<file path="config.mk">
export PLATFORM = sky130hd
export DESIGN_NAME = branch_unit
export DESIGN_NICKNAME = d
export VERILOG_FILES = /design/src/rtl/branch_pkg.sv /design/src/rtl/cond_eval.sv /design/src/rtl/branch_unit.sv
export SDC_FILE = /design/constraint.sdc
export NUM_CORES = 1
export LEC_CHECK = 0
export ABC_AREA = 1
export CORE_MARGIN = 8
export CORE_UTILIZATION = 25
export DETAILED_ROUTE_END_ITERATION = 8
export SLEW_MARGIN = 30
export SYNTH_ARGS = -nofsm -noshare
export SYNTH_HDL_FRONTEND = slang
export SYNTH_SLANG_ARGS = --single-unit
</file>
<file path="constraint.sdc">
create_clock -name clk_i -period 5.38 [get_ports clk_i]
set_clock_uncertainty 0.1 [all_clocks]
set_input_delay 1.076 -clock clk_i [delete_from_list [all_inputs] [get_ports clk_i]]
set_output_delay 1.076 -clock clk_i [all_outputs]
set_load 0.05 [all_outputs]
</file>
<file path="src/rtl/branch_pkg.sv">
// branch_pkg: shared definitions for the branch unit.
//   WORD_DEFAULT   default datapath / PC width
//   BR_TYPE_BIT    instruction bit selecting conditional (1) vs branch-with-link (0)
//   CC_MSB/CC_LSB  condition-code field position in the instruction word
//   CC_*           condition-code encodings
//   state_e        branch FSM states
package branch_pkg;

  localparam int WORD_DEFAULT = 16;

  localparam int BR_TYPE_BIT = 13;
  localparam int CC_MSB      = 12;
  localparam int CC_LSB      = 10;

  localparam logic [2:0] CC_EQ = 3'b000;
  localparam logic [2:0] CC_NE = 3'b001;
  localparam logic [2:0] CC_CS = 3'b010;
  localparam logic [2:0] CC_CC = 3'b011;
  localparam logic [2:0] CC_MI = 3'b100;
  localparam logic [2:0] CC_GE = 3'b101;
  localparam logic [2:0] CC_LT = 3'b110;
  localparam logic [2:0] CC_AL = 3'b111;

  typedef enum logic [2:0] {
    IDLE   = 3'd0,
    EVAL   = 3'd1,
    LINK   = 3'd2,
    UPDATE = 3'd3,
    DONE   = 3'd4
  } state_e;

endpackage

</file>
<file path="src/rtl/cond_eval.sv">
// cond_eval: combinational condition-code evaluator.
//   cond_i   [2:0]  condition code
//   flags_i  [3:0]  flags {N,Z,C,V}
//   taken_o         1 when the condition holds
module cond_eval
  import branch_pkg::*;
(
  input  logic [2:0] cond_i,
  input  logic [3:0] flags_i,
  output logic       taken_o
);

  logic n, z, c, v;

  assign n = flags_i[3];
  assign z = flags_i[2];
  assign c = flags_i[1];
  assign v = flags_i[0];

  always_comb begin
    taken_o = 1'b0;
    case (cond_i)
      CC_EQ:   taken_o = z;
      CC_NE:   taken_o = !z;
      CC_CS:   taken_o = c;
      CC_CC:   taken_o = !c;
      CC_MI:   taken_o = n;
      CC_GE:   taken_o = (n == v);
      CC_LT:   taken_o = (n != v);
      CC_AL:   taken_o = 1'b1;
      default: taken_o = 1'b0;
    endcase
  end

endmodule

</file>
<file path="src/rtl/branch_unit.sv">
// branch_unit: program counter plus multi-cycle branch sequencer.
//   clk_i, rst_i          clock, asynchronous active-high reset
//   start_i               begin branch (IDLE only)
//   instWord_i            branch instruction (bit 13 type, bits 12:10 cond)
//   branchOffs_i          pre-sign-extended word offset
//   flags_i               {N,Z,C,V}, captured on start
//   pcLoad_i/pcLoadVal_i  direct PC load (IDLE only, bit 0 cleared)
//   pcInc_i               PC += 2 (IDLE only)
//   pc_o                  program counter
//   lrWrEn_o/lrData_o     link register write strobe / data
//   busy_o/done_o/taken_o status; taken_o valid with done_o
//   dbg_state_o           current FSM state for observation
// Handshake: start_i is a request accepted only when busy_o is low; done_o
// is a single-cycle pulse and no acknowledgement is required.
module branch_unit
  import branch_pkg::*;
#(
  parameter int WORD = WORD_DEFAULT
) (
  input  logic            clk_i,
  input  logic            rst_i,
  input  logic            start_i,
  input  logic [WORD-1:0] instWord_i,
  input  logic [WORD-1:0] branchOffs_i,
  input  logic [3:0]      flags_i,
  input  logic            pcLoad_i,
  input  logic [WORD-1:0] pcLoadVal_i,
  input  logic            pcInc_i,
  output logic [WORD-1:0] pc_o,
  output logic            lrWrEn_o,
  output logic [WORD-1:0] lrData_o,
  output logic            busy_o,
  output logic            done_o,
  output logic            taken_o,
  output logic [2:0]      dbg_state_o
);

  localparam logic [WORD-1:0] PC_STEP = WORD'(2);

  state_e          state_q, state_d;
  logic [WORD-1:0] pc_q, pc_d;
  logic [WORD-1:0] inst_q, inst_d;
  logic [WORD-1:0] offs_q, offs_d;
  logic [3:0]      flags_q, flags_d;
  logic [WORD-1:0] lr_q, lr_d;
  logic            taken_q, taken_d;
  logic            cond_taken;

  // Only the type bit and condition field of the instruction matter, the
  // shifted-out offset MSB is intentionally dropped, and PC loads are
  // halfword aligned.
  logic unused_bits;
  assign unused_bits = ^{inst_q[WORD-1:BR_TYPE_BIT+1], inst_q[CC_LSB-1:0],
                         offs_q[WORD-1], pcLoadVal_i[0]};

  cond_eval u_cond_eval (
    .cond_i  (inst_q[CC_MSB:CC_LSB]),
    .flags_i (flags_q),
    .taken_o (cond_taken)
  );

  always_comb begin
    state_d = state_q;
    pc_d    = pc_q;
    inst_d  = inst_q;
    offs_d  = offs_q;
    flags_d = flags_q;
    lr_d    = lr_q;
    taken_d = taken_q;
    case (state_q)
      IDLE: begin
        if (pcLoad_i) begin
          pc_d = {pcLoadVal_i[WORD-1:1], 1'b0};
        end else if (start_i) begin
          inst_d  = instWord_i;
          offs_d  = branchOffs_i;
          flags_d = flags_i;
          state_d = EVAL;
        end else if (pcInc_i) begin
          pc_d = pc_q + PC_STEP;
        end
      end
      EVAL: begin
        if (!inst_q[BR_TYPE_BIT]) begin
          taken_d = 1'b1;
          state_d = LINK;
        end else if (cond_taken) begin
          taken_d = 1'b1;
          state_d = UPDATE;
        end else begin
          taken_d = 1'b0;
          state_d = DONE;
        end
      end
      LINK: begin
        // PC has not moved since start, so it is the return address.
        lr_d    = pc_q;
        state_d = UPDATE;
      end
      UPDATE: begin
        pc_d    = pc_q + {offs_q[WORD-2:0], 1'b0};
        state_d = DONE;
      end
      DONE: begin
        state_d = IDLE;
      end
      default: begin
        state_d = IDLE;
      end
    endcase
  end

  always_ff @(posedge clk_i or posedge rst_i) begin
    if (rst_i) begin
      state_q <= IDLE;
      pc_q    <= '0;
      inst_q  <= '0;
      offs_q  <= '0;
      flags_q <= '0;
      lr_q    <= '0;
      taken_q <= 1'b0;
    end else begin
      state_q <= state_d;
      pc_q    <= pc_d;
      inst_q  <= inst_d;
      offs_q  <= offs_d;
      flags_q <= flags_d;
      lr_q    <= lr_d;
      taken_q <= taken_d;
    end
  end

  // Status decoded from state so a reset drops strobes immediately.
  assign pc_o        = pc_q;
  assign lrWrEn_o    = (state_q == LINK);
  assign lrData_o    = (state_q == LINK) ? pc_q : lr_q;
  assign busy_o      = (state_q != IDLE);
  assign done_o      = (state_q == DONE);
  assign taken_o     = (state_q == DONE) && taken_q;
  assign dbg_state_o = state_q;

endmodule

</file>
### Word level (Yosys, flattened, before mapping)

Cells that the tools add are included.

* register bits after elaboration: 69
* bits in latches: 0
* memory bits (writable): 0
* bits in read-only memories: 0
* input bits: 57
* output and inout port bits: 39
* logic and storage cells: 50
* memories: 0

* $add $sub $neg: 2
* multiply operators: 0
* div/mod/pow operators: 0
* $lt $le $gt $ge: 0
* equal/unequal tests: 17
* shift operators: 0
* multiplexer cells: 13
* bitwise gates (word level): 1
* reduce and logical (&&, ||, !) cells: 10

Operators with widths (count)
* $mux W16: 4
* $pmux W16 S2: 1
* $add A16 B16 Y16: 1
* $add A16 B2 Y16 const B: 1
* $eq A3 B3 Y1 const B: 5
* $eq A3 B2 Y1 const B: 4
* $mux W3: 4
* $pmux W3 S4: 1
* $pmux W1 S8: 1
* $eq A3 B1 Y1 const B: 2
* $logic_not A3 Y1: 2
* $ne A3 B3 Y1 const B: 2
* $reduce_and A3 Y1: 2
* $ne A2 B2 Y1 const B: 2
* $reduce_bool A3 Y1: 1
* $logic_not A1 Y1: 2
* $mux W1: 2
* $reduce_and A2 Y1: 1
* $reduce_bool A2 Y1: 1
* $eq A1 B1 Y1: 1
* $logic_and A1 B1 Y1: 1
* $ne A1 B1 Y1: 1
* $not A1 Y1: 1

### Logic depth before layout (Yosys ltp)

Gate-level depths: netlist of the first run.

* depth in word-level cells: 5
* depth in mapped cells: 12
* gate-level depth less buffers: 12

### By module

Synthesis of the first run repeated with hierarchy kept, for this count alone.

* cells, all modules: 512
* area total of the unflattened synthesis: 3771.1 sq um

Modules (own cells, without submodules)
* branch_unit: instances 1, cells an instance 491, area each 3682.3 sq um, seq. area each 1451.4 sq um
* cond_eval: instances 1, cells an instance 21, area each 88.8 sq um, seq. area each 0.0 sq um

### Worst setup path after synthesis of the first run

No wires, ideal clock.

* path type: register -> output
* from: register state_q[2] (netlist: dbg_state_o[2])
* to: output lrData_o[10]
* arrival time: 2417 ps
* required time: 4204 ps
* slack: 1787 ps
* stages on the path, launching flop included: 6
* path buffers: 2
* path through: dfrtp_1 -> nor2_1 -> nand2_1 -> buf_2 -> clkbuf_1 -> o21ai_0

* cells in the longest elaborated chain, start to end: 2

RTL lines
* from (decl): line branch_unit.sv:40 `state_e state_q, state_d;`
* from (signal assigned): line branch_unit.sv:123 `state_q <= state_d;`
* $eq A3 B2 Y1: line branch_unit.sv:136 `assign lrData_o = (state_q == LINK) ? pc_q : lr_q;`
* $mux W16
* to (decl): line branch_unit.sv:31 `output logic [WORD-1:0] lrData_o,`

Every way passes these cells.

### Final worst setup path of the first run

Ends and elaborated chain as after synthesis.

==> results.py, run 1 <==
metrics = {
    "critical_path": {
        "endpoint_kind": "output port",
        "rrSetupSlack_ps": 3090,
        "worstPathMaxFanout": 29,
        "critPathLaunchType": "flip-flop",
        "worstSetupPathType": "reg -> out",
        "required_ps": 4200,
        "arrival_ps": 2860,
        "worst_setup_path_startpoint": "dbg_state_o[2]",
        "reg2reg_from": "pc_o[1]",
    },
    "finish": {
        "diodes": 0,
        "fin_nets": 669,
        "area_growth_pct": 33.03,
        "fill_cells": 1616,
        "final_core_util": 0.3359,
        "drive_gt1_frac": 0.07987,
        "stdcell_count": 789,
    },
    "clock_network": {
        "cts_tree": "built",
        "hold_buffers": 0,
        "ctsResizeCount": 0,
        "cts.clk_slew.worst_paths_ps": 50,
        "cts_root_buffer": "clkbuf_16",
        "cts_buffer_depth": 2,
        "cts_htree_levels": 3,
        "clock_sinks": 58,
        "postCtsSetupRepairBufs": 0,
        "cts_made_buffers": 9,
        "clkLatencyLatePin_ps": 330,
    },
    "global_route": {
        "grtUsageTotal": 0.1183,
        "grt_max_degree": 59,
        "grt_pass1_vias": 3454,
        "antenna_found_initial": 0,
        "grt_overflow_total": 0,
        "grt_pass1_wl_um": 18460,
    },
    "sta": {
        "tns_ps": 0,
        "maxSlewHeadroom": 0.4243,
        "period_share": 0.7510,
        "hold_violations": 0,
        "period_needed_ps": 4040,
        "setup_viol": 0,
        "slew_viol_final": 0,
        "tightest_slew_ps": 861.4,
        "hold_ws_ps": 369.4,
        "rsz0062_at_grt": "false",
        "timing.fmax_mhz": 247.5,
    },
    "synth": {
        "synth_most_common_cell": "nand2_1",
        "yosysTopAreaCell": "dfrtp_1",
        "synth_seq_area_share": 0.3823,
        "yosys_most_used_dff": "dfrtp_1",
        "avgSynthCellArea_um2": 7.343,
        "synth_edf_count": 0,
        "synth_top_area_share": 0.3823,
        "yosys_register_bits": 58,
        "mappedNetlistArea_um2": 3796,
        "yosys_warnings": 0,
        "synth_cell_types": 37,
        "syn-num-nets": 590,
        "async_flop_share": 1.000,
        "synth_commonest_cells": "nand2_1 (139), nor2_1 (65), inv_1 (63)",
        "synthTopCellsByArea": "dfrtp_1 (38%), nand2_1 (14%), nor2_1 (6.4%)",
        "synth_cells": 517,
    },
    "drt": {
        "postRouteAntennaNets": 0,
        "dr.pass1.iters": 4,
        "avgViaCountPerCell": 4.404,
        "num_vias": 3475,
        "wire_per_inst_um": 14.08,
        "drc": 0,
        "dr.first_iter.drc_count": 204,
        "wl_um": 11110,
    },
    "floorplan": {
        "dieArea_um2": 19380,
        "start_util": 0.2525,
        "core_area_um2": 15030,
        "io-pin-count": 96,
        "die_w_um": 139.2,
        "die_h_um": 139.2,
        "rows": 45,
    },
    "placement": {
        "placed_cells": 773,
        "portBuffers": 80,
        "place.gp.congestion": 0.8355,
        "dp_hpwl_um": 8462,
    },
    "hold_path": {
        "hold_path_class": "reg -> reg",
        "holdCritStartpoint": "lr_q[1]",
    },
    "run": {
        "drv_cap": 0,
    },
    "pwr": {
        "p_per_area_nw_per_um2": 753.4,
        "p_leak_uw": 0.002470,
        "peakVddDrop_mv": 0.3004,
    },
    "run_status": {
        "status": "complete, no violations",
    },
}
==> cell families (layout without fill, tap and decap cells) <==
family / count (synthesis) / after routing / synth area share
simple gates: 268 / 268 / 0.2983
buf+inv: 82 / 166 / 0.08965
compound gates: 65 / 65 / 0.08998
flops: 58 / 58 / 0.3823
mux: 18 / 18 / 0.06328
fa+ha+maj: 16 / 16 / 0.05471
xor+xnor: 9 / 9 / 0.02077
other cells: 1 / 1 / 0.0009878
==> power breakdown <==
part	total (uW)	switching, uW	leakage [uW]	internal [uW]
Clock	544	197	0.000143	348
Combinational	2400	1560	0.00164	843
Sequential	859	212	0.000686	648
==> cell usage in the layout (no fill, tap or decap), types with 3 or more instances in the layout <==
master / count
xor2_1: 7
clkbuf_8: 3
clkbuf_16: 9
a21oi_1: 27
mux2_2: 8
nor3_1: 3
inv_1: 62
clkdlybuf4s50_1: 80
o21ai_0: 26
nand4_1: 8
a31oi_1: 3
nand2_1: 139
dfrtp_1: 58
ha_1: 15
o21ai_1: 4
inv_2: 6
nand3_1: 41
nor2_1: 65
mux2_4: 10
==> area by class of cell <==
class,count,area [um^2],area share
multi-input cells,377,2004,0.3969
clock inverters,2,10.01,0.001982
flip-flops and latches,58,1451,0.2874
inverters,68,255.2,0.05055
well taps,188,235.2,0.04658
clock buffers,14,274.0,0.05426
repair buffers,82,819.5,0.1623
==> critical path, stage by stage (launching register included) <==
cell	delay [ps]
dfrtp_1	440
nor2_1	190
nand2_1	530
o21ai_0	490
clkdlybuf4s50_1	870
==> layer usage <==
metal  routed length [um]  track usage  part of all wire
met1                 5292       0.1499              0.48
met5                    0            0                 0
met2                 5117       0.1903              0.46
met3                  570      0.03317             0.051
met4                  127      0.03813             0.011
==> final timing paths <==
check                          endpoint  cells after the start
max                        lrData_o[10]                      4
min                             lr_q[1]                      2
max reg2reg                     pc_o[5]                     11
min reg2reg                     lr_q[1]                      2
max in group asynchronous      lr_q[14]                      3
min in group asynchronous       taken_q                      3
==> registers in the layout, indices dropped and copies added (netlist names) <==
name,cells
dbg_state_o,3
taken_q,1
inst_q,4
flags_q,4
lr_q,16
offs_q,15
pc_o,15
==> metrics by stage <==
step,power (uW),worst slack [ps],instance area [um^2]
3_5_place_dp,3280,1644,4766
6_report,3804,1340,5050
2_1_floorplan,2596,1787,3796
5_1_grt,4166,1053,5050
3_3_place_gp,3252,1638,4755
4_1_cts,3847,1271,5050
Note: power is estimated with default switching activity, not from simulation.
==> run 2, diff against run 1 <==
==> constraint.sdc (replaced) <==
create_clock -name clk_i -period 3.6 [get_ports clk_i]
set_clock_uncertainty 0.1 [all_clocks]
set_input_delay 0.72 -clock clk_i [delete_from_list [all_inputs] [get_ports clk_i]]
set_output_delay 0.72 -clock clk_i [all_outputs]
set_load 0.05 [all_outputs]
==> results.py, run 2 (synthesis gave the netlist of run 1 again) <==
metrics = {
    "pwr": {
        "p_clk_frac": 0.168,
        "switching_power_uw": 2952,
        "sw_frac_of_total": 0.5072,
        "p_int_uw": 2868,
        "p_comb_frac": 0.612,
        "peakVddDrop_mv": 0.3912,
        "pwr-share-seq": 0.220,
        "power_uw": 5819,
        "p_per_area_nw_per_um2": 1145,
        "p_leak_uw": 0.002525,
    },
    "sta": {
        "rsz0062_at_grt": "false",
        "timing.fmax_mhz": 348.2,
        "setup_ws_ps": 728.4,
        "tightest_slew_ps": 721.2,
        "maxSlewHeadroom": 0.5187,
        "setup_viol": 0,
        "hold_violations": 0,
        "slew_viol_final": 0,
        "tns_ps": 0,
        "period_share": 0.7977,
        "hold_ws_ps": 379.6,
        "period_needed_ps": 2872,
    },
    "clock_network": {
        "cts_htree_levels": 3,
        "ctsResizeCount": 0,
        "cts_buffer_depth": 2,
        "cts_tree": "built",
        "clock_sinks": 58,
        "clkLatencyLatePin_ps": 330,
        "hold_buffers": 0,
        "cts_root_buffer": "clkbuf_16",
        "postCtsSetupRepairBufs": 0,
        "cts.clk_slew.worst_paths_ps": 60,
        "cts_made_buffers": 9,
    },
    "critical_path": {
        "worstPathMaxFanout": 5,
        "cp_common_cell": "nor2_1",
        "crit_family": "buffers and inverters",
        "cpMaxStageDelayCell": "clkdlybuf4s50_1",
        "worstSetupPathType": "reg -> out",
        "critPathLaunchType": "flip-flop",
        "required_ps": 2780,
        "worst-path-buf-inv": 2,
        "r2r_cells": 11,
        "arrival_ps": 2050,
        "path_depth": 5,
        "crit_chain": "nor2_1 -> nand2_1 -> inv_1 -> nor2_1 -> clkdlybuf4s50_1",
        "endpoint_kind": "output port",
        "cpPeakStageDelay_ps": 830,
    },
    "floorplan": {
        "core_area_um2": 15030,
        "start_util": 0.2525,
        "io-pin-count": 96,
        "dieArea_um2": 19380,
        "die_w_um": 139.2,
        "die_h_um": 139.2,
        "rows": 45,
    },
    "drt": {
        "drc": 0,
        "wl_um": 11050,
        "avgViaCountPerCell": 4.381,
        "dr.first_iter.drc_count": 234,
        "postRouteAntennaNets": 0,
        "num_vias": 3470,
        "wire_per_inst_um": 13.96,
        "dr.pass1.iters": 4,
    },
    "placement": {
        "pre_cts_ws_ps": 905.9,
        "place.gp.congestion": 0.8240,
        "dp_hpwl_um": 8649,
        "place_area_um2": 4747,
        "portBuffers": 80,
    },
    "global_route": {
        "grtUsageTotal": 0.1187,
        "antenna_found_initial": 0,
        "grt_pass1_vias": 3480,
        "grt_overflow_total": 0,
        "grt_pass1_wl_um": 18420,
        "grt_max_degree": 29,
    },
    "finish": {
        "diodes": 0,
        "largest_reg_flops": 16,
        "final_common_cell": "nand2_1",
        "drive_gt1_frac": 0.1109,
        "mostFrequentLayoutCells": "nand2_1 (139), nor2_1 (65), clkdlybuf4s50_1 (65), inv_1 (62), dfrtp_1 (58)",
        "area_growth_pct": 33.85,
        "fin_nets": 672,
        "fill_cells": 1575,
        "design_area_um2": 5081,
        "top_register": "lr_q",
    },
    "hold_path": {
        "hold_path_class": "reg -> reg",
        "hold_depth": 2,
    },
    "run_status": {
        "status": "complete, no violations",
    },
    "run": {
        "drv_cap": 0,
    },
}
==> run 2: cell count changes in the layout (fill, tap and decap cells not counted), sizes merged <==
cell	change
clkbuf	-4
clkdlybuf4s50	-15
bufinv	+3
buf	+18
clkinv	+1
==> run 2: cell type report <==
| class | count | area [um^2] | area share |
|---|---|---|---|
| Multi-Input combinational cell | 377 | 2004 | 0.3945 |
| Timing Repair Buffer | 85 | 800.8 | 0.1576 |
| Tap cell | 188 | 235.2 | 0.04629 |
| Sequential cell | 58 | 1451 | 0.2856 |
| Clock inverter | 6 | 105.1 | 0.02068 |
| Clock buffer | 10 | 229.0 | 0.04506 |
| Inverter | 68 | 255.2 | 0.05023 |
==> run 2: final timing paths <==
check	startpoint	end	slack (ps)
setup / recovery	dbg_state_o[2]	lrData_o[0]	730
hold / removal	lr_q[1]	lr_q[1]	380
setup reg to reg	pc_o[1]	pc_o[5]	1320
hold reg to reg	lr_q[1]	lr_q[1]	380
max in group asynchronous	rst_i	offs_q[10]	1950
min in group asynchronous	rst_i	dbg_state_o[0]	680
==> run 2: power by group through the flow <==
stage | Combinational (uW) | Clock, uW | Sequential, uW
after floorplan | 2370 | 0 | 1510
after global placement | 3540 | 0 | 1300
after detailed placement | 3580 | 0 | 1300
after CTS | 3600 | 1000 | 1290
after global routing | 3980 | 1030 | 1340
final | 3560 | 977 | 1280
==> run 2: metrics by stage <==
| step | util | std cells |
|---|---|---|
| final | 0.3380 | 792 |
| after global routing | 0.3380 | 792 |
| after CTS | 0.3380 | 792 |
| after detailed placement | 0.3158 | 776 |
| after global placement | 0.3158 | 776 |
| after floorplan | - | 517 |
==> run 2: per-layer routing <==
layer,vias up,share of wire,global-route usage
met5,-,0,0
met1,1558,0.50,0.1567
li1,1823,-,-
met2,79,0.45,0.1885
met3,10,0.042,0.02531
met4,0,0.013,0.03986
==> run 2: worst register-to-register path, stage by stage, from the launching register on <==
cell     delay, ps
dfrtp_1        480
ha_1           310
inv_1           80
fa_1           400
inv_1          100
nand3_1         70
nand3_1        170
xor2_1         210
nand2_1         80
o21ai_0         80
nand2_1         70
o21ai_1         80
